### config.mk
export PLATFORM = sky130hd
export DESIGN_NAME = mmio_axi_lite_slave
export DESIGN_NICKNAME = d
export VERILOG_FILES = /design/src/rtl/mmio_pkg.sv /design/src/rtl/mmio_axi_lite_slave.sv
export SDC_FILE = /design/constraint.sdc
export NUM_CORES = 1
export LEC_CHECK = 0
export ABC_AREA = 1
export CORE_MARGIN = 2
export CORE_UTILIZATION = 41
export CTS_BUF_LIST = sky130_fd_sc_hd__clkbuf_8 sky130_fd_sc_hd__clkbuf_16
export DETAILED_ROUTE_END_ITERATION = 8
export GPL_ROUTABILITY_DRIVEN = 0
export GPL_TIMING_DRIVEN = 0
export PLACE_DENSITY = 0.86
export SLEW_MARGIN = 20
export SYNTH_ARGS = -nofsm -noshare
export SYNTH_HDL_FRONTEND = slang
export SYNTH_SLANG_ARGS = --single-unit
### constraint.sdc
create_clock -name clk -period 3.3 [get_ports clk]
set_input_delay 0.66 -clock clk [delete_from_list [all_inputs] [get_ports clk]]
set_output_delay 0.66 -clock clk [all_outputs]
set_load 0.05 [all_outputs]
### src/rtl/mmio_pkg.sv
// mmio_pkg
// Shared types and constants for the AXI-lite MMIO slave that fronts the
// MIPS CPU memory. Holds the FSM state encoding, the address decode result
// type, the AXI response codes and the default control register address.
package mmio_pkg;

    // Transaction FSM states: idle capture, write execute/response,
    // read issue/capture/response.
    typedef enum logic [2:0] {
        ST_IDLE,
        ST_WR_EXEC,
        ST_WR_RESP,
        ST_RD_MEM,
        ST_RD_WAIT,
        ST_RD_RESP
    } state_t;

    // Which target an address falls on.
    typedef enum logic [1:0] {
        DEC_MEM,
        DEC_CTRL,
        DEC_ERR
    } decode_t;

    localparam logic [1:0] RESP_OKAY   = 2'b00;
    localparam logic [1:0] RESP_SLVERR = 2'b10;

    localparam logic [25:0] DEFAULT_CTRL_ADDR = 26'h0004000;

endpackage

### src/rtl/mmio_axi_lite_slave.sv
// mmio_axi_lite_slave
// AXI-lite slave for the CPU MMIO window. Each AXI-lite write or read turns
// into exactly one single-beat access on a word-addressed synchronous memory
// port (the CPU instruction/data BRAM), and the block also owns the CPU reset
// control register.
//
// Ports:
//   clk, rst                  single clock, synchronous active-high reset
//   mmio_aw*/mmio_w*/mmio_b*  AXI-lite write address, data and response
//   mmio_ar*/mmio_r*          AXI-lite read address and data/response
//   mem_en/mem_we/mem_addr/   synchronous memory port; read data returns
//   mem_wdata/mem_rdata       one cycle after a read strobe
//   cpu_reset                 active-high CPU reset (control register bit 0)
module mmio_axi_lite_slave
    import mmio_pkg::*;
#(
    parameter int                    ADDR_WIDTH = 26,
    parameter int                    MEM_AW     = 12,
    parameter logic [ADDR_WIDTH-1:0] CTRL_ADDR  = ADDR_WIDTH'(DEFAULT_CTRL_ADDR)
) (
    input  logic                  clk,
    input  logic                  rst,

    input  logic [ADDR_WIDTH-1:0] mmio_awaddr,
    input  logic                  mmio_awvalid,
    output logic                  mmio_awready,
    input  logic [31:0]           mmio_wdata,
    input  logic [3:0]            mmio_wstrb,
    input  logic                  mmio_wvalid,
    output logic                  mmio_wready,
    output logic [1:0]            mmio_bresp,
    output logic                  mmio_bvalid,
    input  logic                  mmio_bready,

    input  logic [ADDR_WIDTH-1:0] mmio_araddr,
    input  logic                  mmio_arvalid,
    output logic                  mmio_arready,
    output logic [31:0]           mmio_rdata,
    output logic [1:0]            mmio_rresp,
    output logic                  mmio_rvalid,
    input  logic                  mmio_rready,

    output logic                  mem_en,
    output logic [3:0]            mem_we,
    output logic [MEM_AW-1:0]     mem_addr,
    output logic [31:0]           mem_wdata,
    input  logic [31:0]           mem_rdata,

    output logic                  cpu_reset
);

    state_t              state;
    decode_t             dec_q;
    logic                aw_held;
    logic                w_held;
    logic [MEM_AW-1:0]   addr_q;
    logic [31:0]         wdata_q;
    logic [3:0]          wstrb_q;
    logic [31:0]         rdata_q;
    logic                cpu_reset_q;

    logic                in_idle;
    logic                aw_hs;
    logic                w_hs;
    logic                ar_hs;
    logic                unused_addr_bits;

    // Byte-lane bits of the addresses never matter: accesses are whole words.
    assign unused_addr_bits = ^{mmio_awaddr[1:0], mmio_araddr[1:0]};

    // Classifies a word address: the low memory window, the single control
    // word, or nothing (error response).
    function automatic decode_t decode(input logic [ADDR_WIDTH-3:0] word);
        decode_t result;
        result = DEC_ERR;
        if (word[ADDR_WIDTH-3:MEM_AW] == '0) begin
            result = DEC_MEM;
        end else if (word == CTRL_ADDR[ADDR_WIDTH-1:2]) begin
            result = DEC_CTRL;
        end
        return result;
    endfunction

    // Ready signals come straight from the state and held flags. A read is
    // only offered when no write is pending or being presented, so writes
    // win ties and a half-captured write is never interleaved with a read.
    // Everything is held off while reset is asserted.
    assign in_idle      = (state == ST_IDLE) && !rst;
    assign mmio_awready = in_idle && !aw_held;
    assign mmio_wready  = in_idle && !w_held;
    assign mmio_arready = in_idle && !aw_held && !w_held && !mmio_awvalid && !mmio_wvalid;

    assign aw_hs = mmio_awvalid && mmio_awready;
    assign w_hs  = mmio_wvalid  && mmio_wready;
    assign ar_hs = mmio_arvalid && mmio_arready;

    // Memory strobe is a pure function of the execute/issue states, so it is
    // one cycle wide by construction. Gating with rst means a write that
    // coincides with reset never reaches the memory.
    assign mem_en    = !rst && (dec_q == DEC_MEM) &&
                       ((state == ST_WR_EXEC) || (state == ST_RD_MEM));
    assign mem_we    = (!rst && (dec_q == DEC_MEM) && (state == ST_WR_EXEC)) ? wstrb_q : 4'b0000;
    assign mem_addr  = addr_q;
    assign mem_wdata = wdata_q;

    // Responses are driven from state registers only, never from the
    // master's ready inputs.
    assign mmio_bvalid = !rst && (state == ST_WR_RESP);
    assign mmio_bresp  = (mmio_bvalid && (dec_q == DEC_ERR)) ? RESP_SLVERR : RESP_OKAY;
    assign mmio_rvalid = !rst && (state == ST_RD_RESP);
    assign mmio_rresp  = (mmio_rvalid && (dec_q == DEC_ERR)) ? RESP_SLVERR : RESP_OKAY;
    assign mmio_rdata  = rdata_q;
    assign cpu_reset   = cpu_reset_q;

    // Transaction FSM. In IDLE the write address and write data are captured
    // independently; once both are held the write executes for one cycle and
    // then waits for the B handshake. Reads issue the memory strobe, capture
    // the returned word one cycle later, then hold the R channel until taken.
    // The decode is computed once at capture time and kept in dec_q for the
    // rest of the transaction. Reset drops any transaction in flight.
    always_ff @(posedge clk) begin
        if (rst) begin
            state       <= ST_IDLE;
            dec_q       <= DEC_ERR;
            aw_held     <= 1'b0;
            w_held      <= 1'b0;
            addr_q      <= '0;
            wdata_q     <= '0;
            wstrb_q     <= '0;
            rdata_q     <= '0;
            cpu_reset_q <= 1'b1;
        end else begin
            case (state)
                ST_IDLE: begin
                    if (aw_hs) begin
                        addr_q  <= mmio_awaddr[MEM_AW+1:2];
                        dec_q   <= decode(mmio_awaddr[ADDR_WIDTH-1:2]);
                        aw_held <= 1'b1;
                    end
                    if (w_hs) begin
                        wdata_q <= mmio_wdata;
                        wstrb_q <= mmio_wstrb;
                        w_held  <= 1'b1;
                    end
                    if ((aw_held || aw_hs) && (w_held || w_hs)) begin
                        state <= ST_WR_EXEC;
                    end else if (ar_hs) begin
                        addr_q <= mmio_araddr[MEM_AW+1:2];
                        dec_q  <= decode(mmio_araddr[ADDR_WIDTH-1:2]);
                        state  <= ST_RD_MEM;
                    end
                end
                ST_WR_EXEC: begin
                    if ((dec_q == DEC_CTRL) && wstrb_q[0]) begin
                        cpu_reset_q <= wdata_q[0];
                    end
                    aw_held <= 1'b0;
                    w_held  <= 1'b0;
                    state   <= ST_WR_RESP;
                end
                ST_WR_RESP: begin
                    if (mmio_bready) begin
                        state <= ST_IDLE;
                    end
                end
                ST_RD_MEM: begin
                    state <= ST_RD_WAIT;
                end
                ST_RD_WAIT: begin
                    case (dec_q)
                        DEC_MEM:  rdata_q <= mem_rdata;
                        DEC_CTRL: rdata_q <= {31'b0, cpu_reset_q};
                        default:  rdata_q <= '0;
                    endcase
                    state <= ST_RD_RESP;
                end
                ST_RD_RESP: begin
                    if (mmio_rready) begin
                        state <= ST_IDLE;
                    end
                end
                default: begin
                    state <= ST_IDLE;
                end
            endcase
        end
    end

endmodule

* Yosys cells after proc, flatten, opt, wreduce, memory -nomap -nowiden
Cells that the tools add are included.
W data, S select, Z words.
** Word-level totals
- Bits of input ports :: 127
- Register bits after elaboration :: 88
** Cells by class
- Muxes and demuxes :: 23
- Reductions and logical operators :: 36
- Equal/unequal tests :: 14
** Operators with widths (number)
- $pmux W32 S2 :: 1
- $eq A24 B13 Y1 const B :: 2
- $mux W12 :: 3
- $logic_not A12 Y1 :: 2
- $logic_and A1 B1 Y1 :: 18
- $mux W2 :: 9
- $pmux W3 S6 :: 1
- $mux W3 :: 4
- $ne A2 B2 Y1 const B :: 4
- $reduce_and A2 Y1 :: 4
- $eq A3 B2 Y1 const B :: 2
- $eq A3 B3 Y1 const B :: 2
- $logic_not A1 Y1 :: 5
- $mux W4 :: 1
- $pmux W1 S2 :: 2
- $eq A3 B1 Y1 const B :: 1
- $logic_not A3 Y1 :: 1
- $logic_or A1 B1 Y1 :: 3
- $ne A3 B2 Y1 const B :: 1
- $reduce_and A3 Y1 :: 1
- $eq A2 B1 Y1 const B :: 1
- $eq A2 B2 Y1 const B :: 1
- $logic_not A2 Y1 :: 1
- $mux W1 :: 2
- $reduce_bool A2 Y1 :: 1

* Logic depth before layout (Yosys ltp)
- Depth in word-level cells :: 10
- Mapped depth :: 10

* Worst setup path after synthesis
No wires, ideal clock.
- Path kind :: input to output
- Start point :: input port rst
- End point :: output port mem_en
- Arrival :: 2479 ps
- Setup slack :: 161 ps
- Cell stages on the path :: 3
- Path through :: buf_6 -> clkbuf_1 -> nor4_1
** Between the ends
- Longest elaborated chain between the ends :: 3
** RTL lines
- start: declaration :: line mmio_axi_lite_slave.sv:22 : input logic rst,
- $logic_not A1 Y1 :: line mmio_axi_lite_slave.sv:100 : assign mem_en = !rst && (dec_q == DEC_MEM) &&
- $logic_and A1 B1 Y1 (2 in series) :: line mmio_axi_lite_slave.sv:100
- end: declaration :: line mmio_axi_lite_slave.sv:43 : output logic mem_en,
Every way passes these cells.

* Worst setup path after layout
- Start point :: input port rst
- End point :: output port mem_we[0]
** Between the ends
- Longest elaborated chain between the ends :: 4
** RTL lines
- $logic_not A1 Y1 :: line mmio_axi_lite_slave.sv:102 : assign mem_we = (!rst && (dec_q == DEC_MEM) && (state == ST_WR_EXEC)) ? wstrb_q : 4'b0000;
- $logic_and A1 B1 Y1 (2 in series) :: line mmio_axi_lite_slave.sv:102
- $mux W4 :: line mmio_axi_lite_slave.sv:102
- end: declaration :: line mmio_axi_lite_slave.sv:44 : output logic [3:0] mem_we,
Every way passes these cells.

==> flow_summary.json <==
{
  "critPathMaxFanout": 10,
  "synth-seq-cells": 88,
  "hold_class": "register to register",
  "setup_viol": 0,
  "critPathArrivalTime_ns": 2.43,
  "vdd.ir_drop.worst_uv": 269,
  "timing_worst_setup_path_type": "primary input to output port",
  "vias": 4330,
  "cts-root-buf": "clkbuf_8",
  "drt_iter0_markers": 122,
  "design.die.area_um2": 9980,
  "syn_to_final_growth_pct": 64.9,
  "grt_usage": 0.248,
  "fillCellCount": 760,
  "yosys_most_used_dff": "dfxtp_1",
  "pwr-share-comb": 0.402,
  "async_flop_share": 0,
  "hold_viol": 0,
  "clock_power_share": 0.228,
  "core_area_um2": 8810,
  "fmax_mhz": 323,
  "finalCritPeriodShare": 0.937,
  "hp-start": "wstrb_q[3]",
  "via_per_inst": 5.05,
  "drc": 0,
  "slowest_delay_ns": 0.83,
  "cp-end-kind": "output port",
  "antenna_cells": 0,
  "clock-sinks": 88,
  "final_common_cell": "clkdlybuf4s50_1",
  "row_count": 34,
  "synth_cell_type_count": 29,
  "antenna_found_initial": 0,
  "worstPathCellList": "buf_6 -> inv_4 -> clkbuf_1 -> nand3_1 -> nor2_1 -> clkdlybuf4s50_1",
  "clk_latency_ns": 0.36,
  "ctsHtreeMaxLevel": 3,
  "powerDensity_nw_per_um2": 553,
  "io_buffers": 210,
  "grt_max_degree": 18,
  "layout-drive-gt1-share": 0.0787,
  "post-cts-setup-buffer-count": 0,
  "synth_seq_area_share": 0.467,
  "dp_cells": 842,
  "crit_slowest_cell": "clkdlybuf4s50_1",
  "initial_core_util": 0.428,
  "hpwl_um": 10100,
  "ios": 218,
  "synthesis.area_um2": 3770,
  "rsz0062_at_grt": "no",
  "hold_buffers": 0,
  "fin_crit_ns": 3.09,
  "synthCells": 523,
  "cts_tree": "done",
  "final_cell_mix": "clkdlybuf4s50_1, nand2_1, nor2_1",
  "wl_per_cell_um": 14.8,
  "fp.dieH_um": 99.9,
  "postCtsResizedCells": 0,
  "drv_slew": 0,
  "yosysWarnings": 0,
  "tightestPinTransition_ns": 0.694,
  "slew_headroom": 0.537,
  "drtPass1Iterations": 6,
  "clk_pin_slew_ns": 0.09,
  "r2r_start": "state[0]",
  "fin_nets": 872,
  "setup_tns_ns": 0,
  "cp-start-kind": "primary input",
  "crit_required_ns": 2.64,
  "power_switching_share": 0.401,
  "die_w_um": 99.9,
  "stdcell_count": 858,
  "grt_overflow_total": 0,
  "ant_nets": 0,
  "numCtsBuffers": 9,
  "p_seq_frac": 0.370,
  "critPathLaunch": "rst",
  "skew_ns": 0.0155,
  "grt_pass1_wl_um": 19800,
  "syn_avg_cell_area_um2": 7.21,
  "critical_path_buf_inv_count": 4,
  "clock_path_buffers": 2,
  "drt-total-wl_um": 12700,
  "p_leak_uw": 0.00231,
  "maxCapViolCount": 0,
  "cp_top_family": "buffers and inverters",
  "grt_pass1_vias": 4257,
  "synth_enable_flop_cells": 0,
  "p_sw_uw": 1380,
  "p_int_uw": 2060,
  "status": "finished, final reports clean"
}
[power by group through the flow]
stage / clock network [µW] / registers (µW) / logic, µW
after floorplan: 0 / 1630 / 530
after global placement: 0 / 1290 / 1350
after CTS: 798 / 1270 / 1390
after global routing: 842 / 1280 / 1480
final: 785 / 1270 / 1380
after detailed placement: 0 / 1290 / 1380
[flip-flops by register name, indices dropped and copies added (netlist names)]
| register | count |
|---|---|
| aw_held | 1 |
| state | 3 |
| wstrb_q | 4 |
| mem_addr | 12 |
| w_held | 1 |
| mem_wdata | 32 |
| mmio_rdata | 32 |
| cpu_reset | 1 |
| dec_q | 2 |
[worst paths after layout]
path	to	slack, ns	depth (start not counted)
min	wstrb_q[3]	0.46	2
min reg2reg	wstrb_q[3]	0.46	2
max	mem_we[0]	0.21	6
max reg2reg	mem_wdata[28]	1.71	7
[cell families (layout without fill, tap and decap cells)]
group           Yosys count  after routing  synth area share
buf+inv                  57            283            0.0713
simple gates            282            282             0.324
other cells               1              2          0.000994
compound gates           95             95             0.136
flops                    88             88             0.467
[worst register-to-register path, delay by kind of cell (launching register included)]
| family | cells | cell delay [ns] |
|---|---|---|
| AO/OA/AOI/OAI | 1 | 0.28 |
| buffers and inverters | 1 | 0.26 |
| AND/OR/NAND/NOR | 5 | 0.59 |
| flip-flops | 1 | 0.37 |
[final cells by class]
cell class	count	area [µm²]	area share
Timing Repair Buffer	210	2100	0.338
Sequential cell	88	1760	0.283
Multi-Input combinational cell	379	1740	0.280
Buffer	32	173	0.0278
Tap cell	108	135	0.0217
Clock buffer	9	124	0.0199
Inverter	25	96.3	0.0155
Clock inverter	7	83.8	0.0135
[synthesized netlist by cell type (2+ instances only)]
master | number | area (µm²)
nor2_2 | 2 | 12.5
nor2_1 | 96 | 360
nand4_1 | 4 | 25.0
dfxtp_1 | 88 | 1760
nor4_1 | 4 | 25.0
clkbuf_1 | 16 | 60.1
buf_4 | 6 | 45.0
buf_6 | 3 | 33.8
inv_2 | 4 | 15.0
nand3_1 | 44 | 220
nor2_4 | 4 | 45.0
a21oi_2 | 9 | 78.8
nand2_1 | 114 | 428
or2_2 | 3 | 18.8
a21oi_1 | 44 | 220
nand3_4 | 2 | 35.0
nand2_2 | 2 | 12.5
buf_2 | 5 | 25.0
nor3_1 | 5 | 25.0
o21ai_0 | 40 | 200
inv_1 | 20 | 75.1
[layer usage]
| metal | vias up | global-route usage | part of all wire |
|---|---|---|---|
| met5 | - | 0 | 0 |
| met4 | 0 | 0.113 | 0.032 |
| met3 | 36 | 0.0641 | 0.075 |
| met2 | 180 | 0.452 | 0.51 |
| met1 | 1980 | 0.269 | 0.39 |
| li1 | 2134 | - | - |
[per-stage QoR]
stage	total power [µW]	hold slack, ns	instance area (µm²)	setup slack [ns]	utilization
4_1_cts	3460	0.458	6220	0.202	0.706
2_1_floorplan	2160	0.430	3770	0.161	-
6_report	3440	0.459	6220	0.206	0.706
5_1_grt	3610	0.492	6220	0.0976	0.706
3_3_place_gp	2630	0.440	6010	0.212	0.683
3_5_place_dp	2680	0.444	6010	0.199	0.683
(Power assumes the default switching activity.)
